===== config.mk =====
export PLATFORM = sky130hd
export DESIGN_NAME = sweep_dir_ctrl
export DESIGN_NICKNAME = d
export VERILOG_FILES = /design/src/rtl/sweep_dir_ctrl.sv
export SDC_FILE = /design/constraint.sdc
export NUM_CORES = 1
export LEC_CHECK = 0
export BUFFER_PORTS_ARGS = -buffer_cell sky130_fd_sc_hd__buf_2
export CORE_ASPECT_RATIO = 1.25
export CORE_UTILIZATION = 42
export CTS_CLUSTER_SIZE = 12
export DETAILED_ROUTE_END_ITERATION = 8
export HOLD_SLACK_MARGIN = 0.05
export PLACE_DENSITY = 0.65
export SLEW_MARGIN = 20
export SYNTH_ARGS = -nofsm -noshare
export SYNTH_HDL_FRONTEND = slang
export SYNTH_SLANG_ARGS = --single-unit
export TNS_END_PERCENT = 5

===== constraint.sdc =====
create_clock -name clk -period 7.6 [get_ports clk]
set_input_delay 1.14 -clock clk [delete_from_list [all_inputs] [get_ports clk]]
set_output_delay 1.14 -clock clk [all_outputs]
set_load 0.005 [all_outputs]

===== src/rtl/sweep_dir_ctrl.sv =====
// Direction sequencer that keeps an up/down counter sweeping between latched limits.
// Optional SWEEP_CNT_EN adds a completed-sweep counter output.
module sweep_dir_ctrl #(
  parameter int N     = 16,
  parameter int SWC_W = 16
) (
  input  logic             clk,
  input  logic             reset,
  input  logic             en,
  input  logic [N-1:0]     lo_lim,
  input  logic [N-1:0]     hi_lim,
  input  logic [N-1:0]     count,
  output logic             up_or_down,
  output logic             turn,
  output logic             range_err,
  output logic             cfg_err,
  output logic [1:0]       state_o
`ifdef SWEEP_CNT_EN
  ,
  output logic [SWC_W-1:0] sweep_cnt
`endif
);

  localparam logic [1:0] IDLE = 2'd0;
  localparam logic [1:0] UP   = 2'd1;
  localparam logic [1:0] DOWN = 2'd2;

  logic [1:0]   state_r;
  logic [N-1:0] lo_l_r;
  logic [N-1:0] hi_l_r;
  logic         uod_r;
  logic         turn_r;
  logic         rerr_r;

  logic [1:0]   state_s;
  logic         uod_s;
  logic         turn_s;
  logic         rerr_s;
  logic         latch_s;
  logic         sweep_inc_s;
  logic         valid_s;
  logic [N:0]   lo_plus2_s;
  logic [N-1:0] hi_m1_s;
  logic [N-1:0] lo_p1_s;

  // Compare in N+1 bits so lo_lim near the top of range cannot wrap into validity.
  assign lo_plus2_s = {1'b0, lo_lim} + {{(N-1){1'b0}}, 2'b10};
  assign valid_s    = ({1'b0, hi_lim} >= lo_plus2_s);
  assign hi_m1_s    = hi_l_r - {{(N-1){1'b0}}, 1'b1};
  assign lo_p1_s    = lo_l_r + {{(N-1){1'b0}}, 1'b1};

  assign cfg_err    = (state_r == IDLE) && en && !valid_s;
  assign up_or_down = uod_r;
  assign turn       = turn_r;
  assign range_err  = rerr_r;
  assign state_o    = state_r;

  // Next-state decision: turn one count early since the counter moves on the same edge.
  always_comb begin
    state_s     = state_r;
    uod_s       = uod_r;
    turn_s      = 1'b0;
    rerr_s      = 1'b0;
    latch_s     = 1'b0;
    sweep_inc_s = 1'b0;
    case (state_r)
      IDLE: begin
        if (en && valid_s) begin
          latch_s = 1'b1;
          if (count < hi_lim) begin
            state_s = UP;
            uod_s   = 1'b1;
          end else begin
            state_s = DOWN;
            uod_s   = 1'b0;
          end
        end else begin
          state_s = IDLE;
        end
      end
      UP: begin
        if (!en) begin
          state_s = IDLE;
        end else if (count >= hi_l_r) begin
          state_s = DOWN;
          uod_s   = 1'b0;
          rerr_s  = 1'b1;
        end else if (count == hi_m1_s) begin
          state_s = DOWN;
          uod_s   = 1'b0;
          turn_s  = 1'b1;
        end else begin
          state_s = UP;
        end
      end
      DOWN: begin
        if (!en) begin
          state_s = IDLE;
        end else if (count <= lo_l_r) begin
          state_s = UP;
          uod_s   = 1'b1;
          rerr_s  = 1'b1;
        end else if (count == lo_p1_s) begin
          state_s     = UP;
          uod_s       = 1'b1;
          turn_s      = 1'b1;
          sweep_inc_s = 1'b1;
        end else begin
          state_s = DOWN;
        end
      end
      default: begin
        state_s = IDLE;
      end
    endcase
  end

  // State, direction and pulse registers.
  always_ff @(posedge clk or negedge reset) begin
    if (!reset) begin
      state_r <= IDLE;
      uod_r   <= 1'b1;
      turn_r  <= 1'b0;
      rerr_r  <= 1'b0;
    end else begin
      state_r <= state_s;
      uod_r   <= uod_s;
      turn_r  <= turn_s;
      rerr_r  <= rerr_s;
    end
  end

  // Limit window is captured only on IDLE exit, so mid-sweep edits wait for the next start.
  always_ff @(posedge clk or negedge reset) begin
    if (!reset) begin
      lo_l_r <= {N{1'b0}};
      hi_l_r <= {N{1'b0}};
    end else if (latch_s) begin
      lo_l_r <= lo_lim;
      hi_l_r <= hi_lim;
    end
  end

`ifdef SWEEP_CNT_EN
  logic [SWC_W-1:0] sweep_cnt_r;

  // Completed sweeps, counted on DOWN->UP turns only; wraps naturally.
  always_ff @(posedge clk or negedge reset) begin
    if (!reset) begin
      sweep_cnt_r <= {SWC_W{1'b0}};
    end else if (sweep_inc_s) begin
      sweep_cnt_r <= sweep_cnt_r + {{(SWC_W-1){1'b0}}, 1'b1};
    end
  end

  assign sweep_cnt = sweep_cnt_r;
`else
  logic unused_s;
  assign unused_s = sweep_inc_s;
`endif

endmodule


==> impl_metrics.toml <==
[layout]
drive_gt1_share_pct = 12.67
n_fill_cell = 974
area_growth_syn_to_layout_pct = 12.32
fin_nets = 704
diodes = 0
utilization_pct = 49.33

[setup_path]
crit_required_ns = 6.46
r2r_end = "up_or_down"
r2r.worst_path.cells = 10
rrSetupSlack_ns = 4.29
crit_path_max_incr_delay_ns = 0.56
cp.arrival_ns = 3.68
r2r_start = "hi_l_r[0]"
crit_path_top_delay_cell = "nor4_1"
cp-end-kind = "output port"
path_cells = "buf_2 -> nand4_1 -> nor4_1 -> nand3_1 -> xor2_1 -> ha_1 -> and3_1 -> nand4_1 -> nor3_1 -> a21oi_1 -> a21oi_1 -> nor2_1 -> buf_2"
crit_path_start_kind = "input pin"
crit_type = "in2out"
cp_max_fo = 6

[pwr]
seqPwrFrac_pct = 31.4
powerDensity_mw_per_mm2 = 240.8
pwr-share-comb_pct = 51.1
vdd_drop_max_mv = 0.1119
p_int_uw = 649.1
p_switching_uw = 510.3
netSwitchingFraction_pct = 44.02
p_clk_share_pct = 17.5
p_leak_nw = 2.199

[synth]
synth.net_count = 654
synth-main-ff-cell = "dfrtp_1"
ys_seq_area_share_pct = 21.63
avgSynthCellArea_um2 = 8.042
synth.most_common_cell = "ha_1"
synthTopCellsByCount = "ha_1 (70), nand2_1 (57), inv_1 (52)"
yosys_warnings = 0
synth_cell_types = 60
ys_ff_latch = 37
syn_area_mm2 = 0.004287
netlist.area_leader.share_pct = 21.02
synth_edf_count = 0
synth.area.top_cells = "dfrtp_1 (21%), ha_1 (20%), xnor2_1 (6.1%)"
synth_top_area_cell = "dfrtp_1"
async_flop_share_pct = 100.0
synthCells = 533

[timing]
clock_skew_ns = 0.004776
period_share_pct = 63.48
fin_setup_tns_ns = 0
fmax_ghz = 0.2073
slew_headroom_pct = 34.49
timing.final.max_slew_violations = 0
finalCriticalPeriod_ns = 4.824
report.final.setup_viol = 0
hold_viol = 0
grt_setup_unrepaired = "no"
tightest_slew_ns = 0.9827

[floorplanning]
fp.coreArea_mm2 = 0.009759
pin_count = 57
die-area_mm2 = 0.01062
die_y_um = 115.0
rows = 40
die_w_um = 92.36
initial_utilization_pct = 43.92

[clock_network]
clkTransAtPathRegs_ns = 0.05
cts_buffers = 5
clock_latency_ns = 0.29
holdBufCountCts = 0
tritoncts = "built"
cts_max_level = 2
cts_setup_buffers = 0
clock-root-buffer = "clkbuf_16"
cts_buffer_depth = 2
cts_resized = 0
clkSinkCount = 37

[drt]
drt-total-wl_mm = 11.64
vias_per_cell = 5.673
via_count = 4028
first_pass_iters = 4
drc_errors = 0
ant_nets = 0
dr.first_iter.drc_count = 199
wl_per_cell_um = 16.40

[global_routing]
grt_max_degree = 65
grt_antenna_before_repair = 0
grt_usage_pct = 23.47
grt-ovfl-total = 0
grt_pass1_vias = 4112
grt_pass1_wl_mm = 19.24

[run_status]
status = "completed"

[placed_design]
place_congestion = 0.8889
io_buffers = 56
hpwl_mm = 9.432

[hold_path]
min_to = "hi_l_r[15]"
holdPathStages = 2
hp-start = "hi_l_r[15]"
hold_path_class = "reg2reg"

[run]
cap_viol_max_count = 0
==> cell type report <==
| type | count | area (um2) | share of cell area, % |
|---|---|---|---|
| clock inverter | 1 | 7.507 | 0.1559 |
| timing repair buffer | 56 | 280.3 | 5.821 |
| clock buffer | 7 | 132.6 | 2.755 |
| tap | 126 | 157.7 | 3.274 |
| sequential | 37 | 927.1 | 19.26 |
| inverter | 53 | 198.9 | 4.132 |
| multi-input combinational | 430 | 3110 | 64.60 |
==> flip-flops by register name, summed over array words and instances, names as in the netlist <==
| signal | count |
|---|---|
| state_o | 2 |
| lo_l_r | 16 |
| up_or_down | 1 |
| hi_l_r | 16 |
| range_err | 1 |
| turn | 1 |
==> layout by cell type, fill, tap and decap left out, types with 7 or more instances in the layout <==
cell      count
a21o_1       13
nor4_1        7
nand4_1      13
nand2_1      57
a211oi_1      7
o21a_1       10
nor2_1       15
xnor2_1      30
dfrtp_1      36
o21ai_0      49
nand3_1      18
and3_1        7
nor3_1       14
ha_1         70
inv_1        52
xor2_1       20
a21oi_1      29
buf_2        56
==> logic make-up (layout without fill, tap and decap cells) <==
logic type | Yosys count | after routing | share of synthesized area (%)
DFF | 37 | 37 | 21.63
adders and majority gates | 70 | 70 | 20.43
xor gates and xnor gates | 50 | 50 | 10.22
muxes | 2 | 2 | 0.5254
buffers and inverters | 66 | 117 | 5.838
AOI/OAI and AO/OA | 141 | 141 | 20.87
and+or+nand+nor | 167 | 167 | 20.49
==> per-layer routing <==
metal  GRT usage, %  share of wire (%)
met2          42.37                 50
met3          2.513                3.1
met1          27.49                 43
met5              0                  0
met4          11.67                3.4
==> power by group through the flow <==
stage,Sequential (mW),Combinational [mW],Clock (mW)
finish,0.364,0.593,0.203
global route,0.377,0.672,0.215
CTS,0.362,0.594,0.206
detailed placement,0.365,0.588,0
global placement,0.362,0.570,0
floorplan,0.334,0.452,0
==> worst max-delay path, delay by kind of cell <==
family	cells	cell delay, ns
buffers and inverters	2	0.28
AND/OR/NAND/NOR	7	1.47
adder cells (fa/ha/maj)	1	0.28
AO/OA/AOI/OAI	2	0.33
XOR/XNOR	1	0.17
==> worst max path at each step <==
| stage | from | to | slack (ns) | depth (start not counted) |
|---|---|---|---|---|
| floorplan | lo_lim[3] | cfg_err | 3.37 | 11 |
| global placement | lo_lim[3] | lo_l_r[0] | 2.78 | 13 |
| detailed placement | lo_lim[3] | lo_l_r[0] | 2.70 | 13 |
| CTS | lo_lim[3] | cfg_err | 2.79 | 13 |
| global route | lo_lim[3] | cfg_err | 2.46 | 13 |
| finish | lo_lim[3] | cfg_err | 2.78 | 13 |
==> per-stage QoR <==
stage               cell area (um2)  hold slack, ns  setup WS, ns  cells  power [mW]
floorplan                      4287          0.5501         3.371    533      0.7857
global placement               4674          0.5783         2.777    702      0.9321
detailed placement             4674          0.5826         2.696    702      0.9527
CTS                            4815          0.5908         2.792    710       1.162
global route                   4815          0.6123         2.458    710       1.264
finish                         4815          0.5806         2.776    710       1.159
Note: power is estimated with default switching activity, not from simulation.
